--- config.mk ---
export PLATFORM = sky130hd
export DESIGN_NAME = scan_tx
export DESIGN_NICKNAME = d
export VERILOG_FILES = /design/src/rtl/scan_tx.sv
export SDC_FILE = /design/constraint.sdc
export NUM_CORES = 1
export LEC_CHECK = 0
export CAP_MARGIN = 20
export CORE_MARGIN = 1
export CORE_UTILIZATION = 35
export DETAILED_ROUTE_END_ITERATION = 8
export HOLD_SLACK_MARGIN = 0.08
export PLACE_DENSITY_LB_ADDON = 0.08
export RECOVER_POWER = 25
export SLEW_MARGIN = 10
export SYNTH_ARGS = -nofsm -noshare
export SYNTH_HDL_FRONTEND = slang
export SYNTH_SLANG_ARGS = --single-unit
export TNS_END_PERCENT = 100
--- constraint.sdc ---
create_clock -name clk -period 3.3 [get_ports clk]
set_input_delay 0.66 -clock clk [delete_from_list [all_inputs] [get_ports clk]]
set_output_delay 0.66 -clock clk [all_outputs]
set_load 0.01 [all_outputs]
--- src/rtl/scan_tx.sv ---
// Parallel-to-serial frame transmitter.
// Frame: start bit (1), WIDTH data bits LSB first, parity bit, then a one-cycle
// stop/done slot. HOLD stalls the data and parity phases; all outputs are registered.
module scan_tx #(
   parameter int WIDTH      = 8,
   parameter bit ODD_PARITY = 1'b0
) (
   input  logic             clk,
   input  logic             rst_n,
   input  logic             load_valid,
   input  logic [WIDTH-1:0] data,
   output logic             load_ready,
   input  logic             hold,
   output logic             so,
   output logic             svalid,
   output logic             sstart,
   output logic             done
);

   localparam int CW = $clog2(WIDTH + 1);

   localparam logic [2:0] IDLE   = 3'd0;
   localparam logic [2:0] START  = 3'd1;
   localparam logic [2:0] SHIFT  = 3'd2;
   localparam logic [2:0] PARITY = 3'd3;
   localparam logic [2:0] STOP   = 3'd4;

   localparam logic [CW-1:0] LAST_BIT = CW'(WIDTH - 1);

   logic [2:0]       state_q, state_d;
   logic [WIDTH-1:0] shreg_q, shreg_d;
   logic [CW-1:0]    cnt_q, cnt_d;
   logic             par_q, par_d;
   logic             so_d, svalid_d, sstart_d, done_d, load_ready_d;

   // Next-state logic; output registers are loaded with the values for the
   // cycle that follows, so each output reflects the state being entered.
   always_comb begin
      state_d  = state_q;
      shreg_d  = shreg_q;
      cnt_d    = cnt_q;
      par_d    = par_q;
      so_d     = so;
      svalid_d = 1'b0;
      sstart_d = 1'b0;
      done_d   = 1'b0;
      case (state_q)
         IDLE: begin
            so_d = 1'b0;
            if (load_valid && load_ready) begin
               shreg_d  = data;
               par_d    = (^data) ^ ODD_PARITY;
               cnt_d    = '0;
               state_d  = START;
               so_d     = 1'b1;
               svalid_d = 1'b1;
               sstart_d = 1'b1;
            end
         end
         START: begin
            // Hold is deliberately ignored here; the start bit never stretches.
            state_d  = SHIFT;
            so_d     = shreg_q[0];
            svalid_d = 1'b1;
         end
         SHIFT: begin
            if (!hold) begin
               svalid_d = 1'b1;
               if (cnt_q == LAST_BIT) begin
                  state_d = PARITY;
                  so_d    = par_q;
               end else begin
                  cnt_d   = cnt_q + CW'(1);
                  shreg_d = shreg_q >> 1;
                  so_d    = shreg_q[1];
               end
            end
         end
         PARITY: begin
            if (!hold) begin
               state_d = STOP;
               so_d    = 1'b0;
               done_d  = 1'b1;
            end
         end
         STOP: begin
            state_d = IDLE;
            cnt_d   = '0;
            so_d    = 1'b0;
         end
         default: begin
            state_d = IDLE;
            so_d    = 1'b0;
         end
      endcase
      load_ready_d = (state_d == IDLE);
   end

   // State and registered outputs; reset aborts any frame in flight.
   always_ff @(posedge clk or negedge rst_n) begin
      if (!rst_n) begin
         state_q    <= IDLE;
         shreg_q    <= '0;
         cnt_q      <= '0;
         par_q      <= 1'b0;
         so         <= 1'b0;
         svalid     <= 1'b0;
         sstart     <= 1'b0;
         done       <= 1'b0;
         load_ready <= 1'b0;
      end else begin
         state_q    <= state_d;
         shreg_q    <= shreg_d;
         cnt_q      <= cnt_d;
         par_q      <= par_d;
         so         <= so_d;
         svalid     <= svalid_d;
         sstart     <= sstart_d;
         done       <= done_d;
         load_ready <= load_ready_d;
      end
   end

endmodule

# Word level (Yosys, flattened, before mapping)
# Index checks and enable logic that the tools add are counted.
# Widths: inputs -> output; s select.
[word_totals] out_inout_bits=5 reg_bits=21 inputBits=12 wordCells=51
[op_classes] eq_ne=9 reduce_logical=10 n_mux=22 n_addsub=1
[ops] cell="$mux 8" count=3
[ops] cell="$pmux 8 s2" count=1
[ops] cell="$mux 3" count=4
[ops] cell="$mux 4" count=3
[ops] cell="$pmux 3 s4" count=1
[ops] cell="$pmux 4 s3" count=1
[ops] cell="$ne 2x2->1 const B" count=4
[ops] cell="$reduce_and 4->1" count=2
[ops] cell="$reduce_xor 8->1" count=1
[ops] cell="$mux 1" count=7
[ops] cell="$eq 3x2->1 const B" count=2
[ops] cell="$logic_not 3->1" count=2
[ops] cell="$add 4x1->4 const B" count=1
[ops] cell="$eq 4x3->1 const B" count=1
[ops] cell="$pmux 1 s4" count=1
[ops] cell="$reduce_and 2->1" count=2
[ops] cell="$eq 3x1->1 const B" count=1
[ops] cell="$eq 3x3->1 const B" count=1
[ops] cell="$pmux 1 s3" count=1
[ops] cell="$reduce_bool 3->1" count=1
[ops] cell="$reduce_bool 2->1" count=1
[ops] cell="$logic_and 1x1->1" count=1

# Logic depth before layout (Yosys ltp)
# Gate-level depths: netlist of the first run.
[logic_depth] word_depth=5 depth_mapped=6

# Worst setup path before layout of the first run
# OpenSTA, ideal clock, no wires.
[synth_path] kind="input to register" start="input hold" end="register cnt_q[1]" t_required_ns=3.175 t_arrival_ns=1.470 setup_slack_ns=1.705 cell_stages=4 cell_sequence="nand2b_4 > o32ai_2 > nand2b_2 > mux2_4"
[synth_via] elab_chain_len=2
[synth_rtl] item="from (decl)" line="13" text="input logic hold,"
[synth_rtl] item="$ne 2x2->1 (no source line)"
[synth_rtl] item="$reduce_and 4->1 (no source line)"
[synth_rtl] item="to (signal assigned)" line="114" text="cnt_q <= cnt_d;"
[synth_rtl] item="to (decl)" line="32" text="logic [CW-1:0] cnt_q, cnt_d;"
# Every way passes these cells.
# A chain may end at the register's enable or synchronous reset.

# Final worst setup path of the first run
[layout_path] start="input hold" end="register shreg_q[7]"
[layout_via] elab_chain_len=2
[layout_rtl] item="$ne 2x2->1 (no source line)"
[layout_rtl] item="$reduce_and 4->1 (no source line)"
[layout_rtl] item="to (signal assigned)" line="113" text="shreg_q <= shreg_d;"
[layout_rtl] item="to (decl)" line="31" text="logic [WIDTH-1:0] shreg_q, shreg_d;"
# Every way passes these cells.

==> qor.yml, run 1 <==
crit_fanout: 15
setup.worst_path.class: "input port to flop"
leakagePower_nw: 0.567
diodes: 0
ys_types: 39
yosysTopAreaCell: "dfrtp_1"
drv_cap: 0
drt_first_pass_iters: 4
synth-simple-area-share_pct: 17.2
synth_mux_area_share_pct: 9.11
hp-start: "shreg_q[7]"
worstSkewPairLatency_ps: 300
cts_sinks: 21
layout_commonest_cell: "dfrtp_1"
synth_top_area_share_pct: 45.6
cts-resized-gates: 0
final_cell_mix: "dfrtp_1 (21), clkdlybuf4s50_1 (13), a21oi_1 (12)"
synthArstFlopShare_pct: 100
grt_pass1_vias: 817
std_cell_rows: 20
syn_area_um2: 1150
placed_area_um2: 1340
netlist_instances: 106
pin_count: 17
finalWeightedCongestion: 0.736
r2r_end: "shreg_q[7]"
slew-limit-headroom_pct: 37.9
grt_overflow: 0
worst_ir_drop_vdd_mv: 0.288
routed_via_density: 4.99
clkTransAtPathRegs_ps: 110
grt_max_degree: 22
post-route-period-util_pct: 65.4
critPathRequiredTime_ps: 3490
initial_core_util_pct: 37.5
nets: 135
fin_hold_ws_ps: 531
hold_viol: 0
vias: 823
maxSlewViolCount: 0
grt_usage_pct: 15.7
yosys_warnings: 0
antenna_found_initial: 0
layout-drive-gt1-share_pct: 11.6
wirelength_mm: 2.20
synth_area_leaders: "dfrtp_1 (46%), mux2i_1 (7.8%), xnor2_1 (5.3%), a21oi_1 (5.2%), a31oi_1 (3.8%)"
fmax_ghz: 0.463
root_buffer: "clkbuf_4"
ys_seq_area_share_pct: 45.6
synth_seq_cells: 21
die_h_um: 59.4
drtIter0Drc: 29
final.setup.tns_ps: 0
worst_pin_slew_ps: 928
drc: 0
worstRegToRegCells: 4
end_kind: "flop"
die-area_um2: 3530
postCtsSetupBuffers: 0
worstPathArrival_ps: 2350
die_x_um: 59.4
ctsHoldBuffers: 0
finalCriticalPeriod_ps: 2160
min_to: "shreg_q[7]"
clock_skew_ps: 5.13
cts_tree: "yes"
clk_path_buf_depth: 2
synth_compound_area_share_pct: 18.5
status: "complete, no violations"
io_buffers: 16
timing.rr.start: "state_q[1]"
synth_xor_area_share_pct: 5.31
htree_levels: 1
grt_first_pass_wirelength_mm: 4.04
min_path_cells: 2
dp_hpwl_mm: 1.61
crit_path_start_kind: "input port"
reg2reg_slack_ps: 1410
avgRoutedWirePerCell_um: 13.3
drtAntennaViolNets: 0
final_area_um2: 1360
p_per_area_nw_per_um2: 881
holdCritPathClass: "flop to flop"
synth_adder_area_share_pct: 1.08
setup_violations: 0
syn_area_per_cell_um2: 10.9
rsz0062_at_grt: "false"
area_delta_synth_final_pct: 17.5
cts_made_buffers: 3
coreArea_um2: 3080
synth_ff_type: "dfrtp_1"
synth_top_family_by_area: "compound AO/OA/AOI/OAI gates"
synth-edff-count: 0
syn_nets: 119
worst max path at each step:
| stage | from | end | slack [ps] | cells after the start |
|---|---|---|---|---|
| after floorplan | hold | cnt_q[1] | 1700 | 4 |
| after global placement | hold | shreg_q[7] | 1070 | 5 |
| after detailed placement | hold | shreg_q[7] | 1040 | 5 |
| after CTS | load_ready | load_ready | 1350 | 1 |
| after global routing | hold | shreg_q[2] | 1030 | 5 |
| final | hold | shreg_q[7] | 1140 | 5 |
cells by family (layout without fill, tap and decap cells):
kind of cell / Yosys count / count (layout)
muxes: 10 / 10
buffers and inverters: 6 / 21
AOI/OAI and AO/OA: 31 / 31
DFF: 21 / 21
and+or+nand+nor: 30 / 30
adders and majority gates: 1 / 1
xor gates and xnor gates: 7 / 7
sequential cells by signal, summed over array words and instances (netlist names):
name and cells:
sstart 1, shreg_q 8, load_ready 1, so 1, svalid 1, cnt_q 4, state_q 3, par_q 1
done 1
per-layer routing:
layer  GRT usage [%]  routed length (um)
met5               0                   0
met4            7.14                  18
met3            2.62                  90
met2            23.0                 959
met1            22.4                1130
area by class of cell:
type	instances	area [um2]
tap	44	55.1
timing repair buffer	16	160
clock buffer	4	26.3
inverter	1	3.75
multi-input combinational	79	584
sequential	21	526
fill	321	1720
stage by stage:
step | power, mW | utilization, % | instances | worst slack, ps
after floorplan | 0.948 | - | 106 | 1700
after global placement | 1.08 | 43.4 | 161 | 1070
after detailed placement | 1.09 | 43.4 | 161 | 1040
after CTS | 1.22 | 44.3 | 165 | 1350
after global routing | 1.31 | 44.0 | 165 | 1030
final | 1.19 | 44.0 | 165 | 1140
power by group:
| part | internal (mW) | switching [mW] |
|---|---|---|
| logic | 0.301 | 0.276 |
| clock network | 0.0470 | 0.0770 |
| registers | 0.368 | 0.126 |
| total | 0.715 | 0.478 |
cell usage after synthesis, types with 2 or more instances:
master and number:
nor3b_1 3, xnor2_1 7, a21o_2 2, a21oi_1 12, and3b_1 2, mux2i_1 9
dfrtp_1 21, nand3_1 3, a31oi_1 7, buf_2 2, nor2_1 5, nand2_1 6
worst max-delay path: stages:
cell           delay (ps)
dlygate4sd3_1         610
nand2b_1              280
o22ai_2               530
nand2_1               140
mux2i_1               140
(Power assumes the default switching activity.)
==> run 2: changes to the inputs <==
==> constraint.sdc (replaced) <==
create_clock -name clk -period 1.9 [get_ports clk]
set_input_delay 0.38 -clock clk [delete_from_list [all_inputs] [get_ports clk]]
set_output_delay 0.38 -clock clk [all_outputs]
set_load 0.01 [all_outputs]
==> qor.yml, run 2 (synthesis results as in run 1) <==
status: "complete, no violations"
fin_hold_ws_ps: 533
drv_cap: 0
switchingPower_mw: 0.853
postCtsSetupBuffers: 0
die_x_um: 59.4
grt_overflow: 0
end_kind: "flop"
worst_ir_drop_vdd_mv: 0.462
diodes: 0
cts_sinks: 21
coreArea_um2: 3080
die_h_um: 59.4
regMostFlops: "shreg_q"
cts_made_buffers: 3
die-area_um2: 3530
cp_num_buf_inv: 0
avgRoutedWirePerCell_um: 12.8
crit_path_start: "cnt_q[0]"
pin_count: 17
layout-drive-gt1-share_pct: 17.2
drtIter0Drc: 38
post-route-period-util_pct: 88.0
dp_hpwl_mm: 1.61
wirelength_mm: 2.20
drt_first_pass_iters: 4
multi_input_area_um2: 592
setup_slack_ps: 228
leakagePower_nw: 0.611
io_buffers: 16
p_per_area_nw_per_um2: 1520
hp-start: "shreg_q[7]"
critPathRequiredTime_ps: 2100
rsz0062_at_grt: "false"
slowest_delay_ps: 420
htree_levels: 1
worstSkewPairLatency_ps: 300
std_cell_rows: 20
nets: 142
finalWeightedCongestion: 0.713
hold_viol: 0
post-place-ws_ps: 86.7
drtAntennaViolNets: 0
grt_max_degree: 22
reg_top3: "shreg_q: 8 flops, cnt_q: 4 flops, state_q: 3 flops"
maxSlewViolCount: 0
critPathTopFamily: "flip-flops"
critPathSlowestCell: "dfrtp_1"
routed_via_density: 4.84
antenna_found_initial: 0
clk_path_buf_depth: 2
initial_core_util_pct: 37.5
setup.worst_path.class: "flop to flop"
ctsHoldBuffers: 0
crit_path_start_kind: "flop"
fillers: 307
area_delta_synth_final_pct: 23.5
worstPathArrival_ps: 1870
holdCritPathClass: "flop to flop"
root_buffer: "clkbuf_4"
regArea_um2: 526
clock_skew_ps: 2.50
cts-resized-gates: 0
p_seq_share_pct: 36.5
power.share.clock_pct: 10.0
grt_usage_pct: 15.2
swShare_pct: 39.4
final_cell_mix: "dfrtp_1 (21), clkdlybuf4s50_1 (15), a21oi_1 (12)"
intPower_mw: 1.31
finalCriticalPeriod_ps: 1670
worstPathCellList: "ha_1, and3b_1, o32ai_2, nand2b_2, mux2_4"
vias: 833
setup_violations: 0
largest_reg_flops: 8
slew-limit-headroom_pct: 23.0
drc: 0
worst_pin_slew_ps: 1160
clkTransAtPathRegs_ps: 120
final.setup.tns_ps: 0
timing.rr.start: "cnt_q[0]"
layout_commonest_cell: "dfrtp_1"
grt_pass1_vias: 839
cts_tree: "yes"
fmax_ghz: 0.598
power_frac_comb_pct: 53.5
grt_first_pass_wirelength_mm: 3.96
crit_fanout: 4
[run 2: changes by cell type in the layout (fill, tap and decap cells not counted), sizes merged]
cell           change
dlygate4sd3        -2
buf                +6
clkdlybuf4s50      +2
clkinv             +1
[run 2: metrics by stage]
step	instances	instance area, um2	power, mW	util, %
finish	172	1430	2.17	46.3
detailed placement	168	1400	1.96	45.5
global placement	168	1400	1.96	45.5
CTS	172	1430	2.19	46.4
global route	172	1430	2.36	46.3
floorplan	106	1150	1.65	-
[run 2: area by class of cell]
type | instances | area share (%)
well taps | 44 | 3.86
clock inverters | 1 | 0.351
repair buffers | 23 | 15.5
multi-input cells | 79 | 41.5
clock buffers | 3 | 1.58
inverters | 1 | 0.263
flip-flops and latches | 21 | 36.9
[run 2: worst paths after layout]
kind | to | slack [ps] | depth (start not counted)
worst min register to register | shreg_q[7] | 530 | 2
max in group asynchronous | cnt_q[2] | 400 | 2
worst max-delay path | cnt_q[1] | 230 | 5
min in group asynchronous | sstart | 810 | 2
worst max register to register | cnt_q[1] | 230 | 5
worst min-delay path | shreg_q[7] | 530 | 2
[run 2: worst min-delay path, cell delays in order (launching register included)]
cell	delay [ps]
dfrtp_1	400
inv_1	50
mux2i_1	60
[run 2: per-layer routing]
layer	global-route usage (%)	vias to the layer above	wire, um
met4	7.82	0	19
met2	23.0	14	963
met3	3.06	2	68
met5	0	-	0
met1	20.3	384	1150
li1	-	433	-
[run 2: power groups by stage]
stage / combinational [mW] / sequential, mW / clock (mW)
2_1_floorplan: 0.858 / 0.790 / 0
3_3_place_gp: 1.16 / 0.798 / 0
3_5_place_dp: 1.16 / 0.799 / 0
4_1_cts: 1.17 / 0.790 / 0.228
5_1_grt: 1.29 / 0.816 / 0.249
6_report: 1.16 / 0.790 / 0.217
==> run 3: changes to the inputs <==
--- a/config.mk
+++ b/config.mk
@@ -7,7 +7,7 @@
 export LEC_CHECK = 0
 export CAP_MARGIN = 20
 export CORE_MARGIN = 1
-export CORE_UTILIZATION = 35
+export CORE_UTILIZATION = 25
 export DETAILED_ROUTE_END_ITERATION = 8
 export HOLD_SLACK_MARGIN = 0.08
 export PLACE_DENSITY_LB_ADDON = 0.08
==> qor.yml, run 3 (synthesis results as in run 1) <==
power_frac_comb_pct: 51.2
routed_via_density: 4.79
dp_hpwl_mm: 1.77
drc: 0
leakagePower_nw: 0.620
postCtsSetupBuffers: 0
maxSlewViolCount: 0
fin_util_pct: 33.2
avgRoutedWirePerCell_um: 13.6
cts_made_buffers: 3
end_kind: "flop"
largest_reg_flops: 8
placed_area_um2: 1410
fillers: 468
std_cell_rows: 24
final_area_um2: 1460
final.setup.tns_ps: 0
grt_pass1_vias: 857
swShare_pct: 38.6
layout_commonest_cell: "dfrtp_1"
cp_num_buf_inv: 0
nets: 142
clk_path_buf_depth: 2
p_seq_share_pct: 35.6
diodes: 0
critPathRequiredTime_ps: 2050
pin_count: 17
layout-drive-gt1-share_pct: 17.2
worstSkewPairLatency_ps: 260
die_h_um: 69.9
status: "complete, no violations"
slowest_delay_ps: 410
fmax_ghz: 0.586
worst_pin_slew_ps: 343
setup_violations: 0
grt_max_degree: 22
rsz0062_at_grt: "false"
critPathSlowestCell: "dfrtp_1"
vias: 863
io_buffers: 16
critPathTopFamily: "flip-flops"
hold_viol: 0
wirelength_mm: 2.45
finalPower_mw: 2.26
cts-resized-gates: 0
p_per_area_nw_per_um2: 1550
setup.worst_path.class: "flop to flop"
final_cell_mix: "dfrtp_1 (21), clkdlybuf4s50_1 (15), a21oi_1 (12)"
worstPathArrival_ps: 1860
switchingPower_mw: 0.870
drtAntennaViolNets: 0
finalWeightedCongestion: 0.730
drv_cap: 0
post-route-period-util_pct: 89.8
coreArea_um2: 4380
worst_ir_drop_vdd_mv: 0.422
die-area_um2: 4890
power.share.clock_pct: 13.2
root_buffer: "clkbuf_8"
clkTransAtPathRegs_ps: 80
finalCriticalPeriod_ps: 1710
ctsHoldBuffers: 0
reg_top3: "shreg_q: 8 flops, cnt_q: 4 flops, state_q: 3 flops"
grt_first_pass_wirelength_mm: 4.23
intPower_mw: 1.39
drt_first_pass_iters: 4
worstPathCellList: "ha_1, and3b_1, o32ai_2, nand2b_2, mux2_4"
holdCritPathClass: "input port to asynchronous set/reset pin"
cts_sinks: 21
htree_levels: 1
grt_overflow: 0
regMostFlops: "shreg_q"
slew-limit-headroom_pct: 77.1
initial_core_util_pct: 26.3
die_x_um: 69.9
antenna_found_initial: 0
area_delta_synth_final_pct: 26.2
cts_tree: "yes"
grt_usage_pct: 11.0
crit_path_start: "cnt_q[0]"
clock_skew_ps: 0.875
crit_fanout: 4
crit_path_start_kind: "flop"
timing.rr.start: "cnt_q[0]"
drtIter0Drc: 21
run 3: final timing paths:
check / to / slack (ps) / depth (start not counted)
setup reg to reg: cnt_q[1] / 190 / 5
setup / recovery: cnt_q[1] / 190 / 5
min in group clk: shreg_q[7] / 540 / 2
hold reg to reg: shreg_q[7] / 540 / 2
max in group asynchronous: shreg_q[5] / 1140 / 2
hold / removal: sstart / 540 / 2
run 3: power by group through the flow:
stage                     clock (mW)  combinational [mW]  sequential, mW
after global routing           0.332                1.29           0.831
after global placement             0                1.16           0.810
after floorplan                    0               0.858           0.790
after CTS                      0.317                1.18           0.807
final                          0.298                1.15           0.804
after detailed placement           0                1.18           0.811
run 3: metal layers:
layer  track usage [%]  routed length [um]  vias up
li1                  -                   -      434
met1              14.2                1170      410
met2              18.3                1180       17
met3              3.03                  85        2
met4              2.67                  17        0
met5                 0                   0        -
run 3: through the flow:
step	std cells	setup WS, ps	hold slack (ps)
floorplan	106	332	84.4
global placement	176	86.9	523
detailed placement	176	67.4	523
CTS	180	186	479
global route	180	115	564
finish	180	194	536
run 3: area by class of cell:
cell class                      instances  area [um2]  share of cell area, %
Clock buffer                            4        45.0                   3.09
Inverter                                1        3.75                  0.258
Multi-Input combinational cell         79         592                   40.6
Sequential cell                        21         526                   36.1
Tap cell                               52        65.1                   4.47
Timing Repair Buffer                   23         225                   15.5
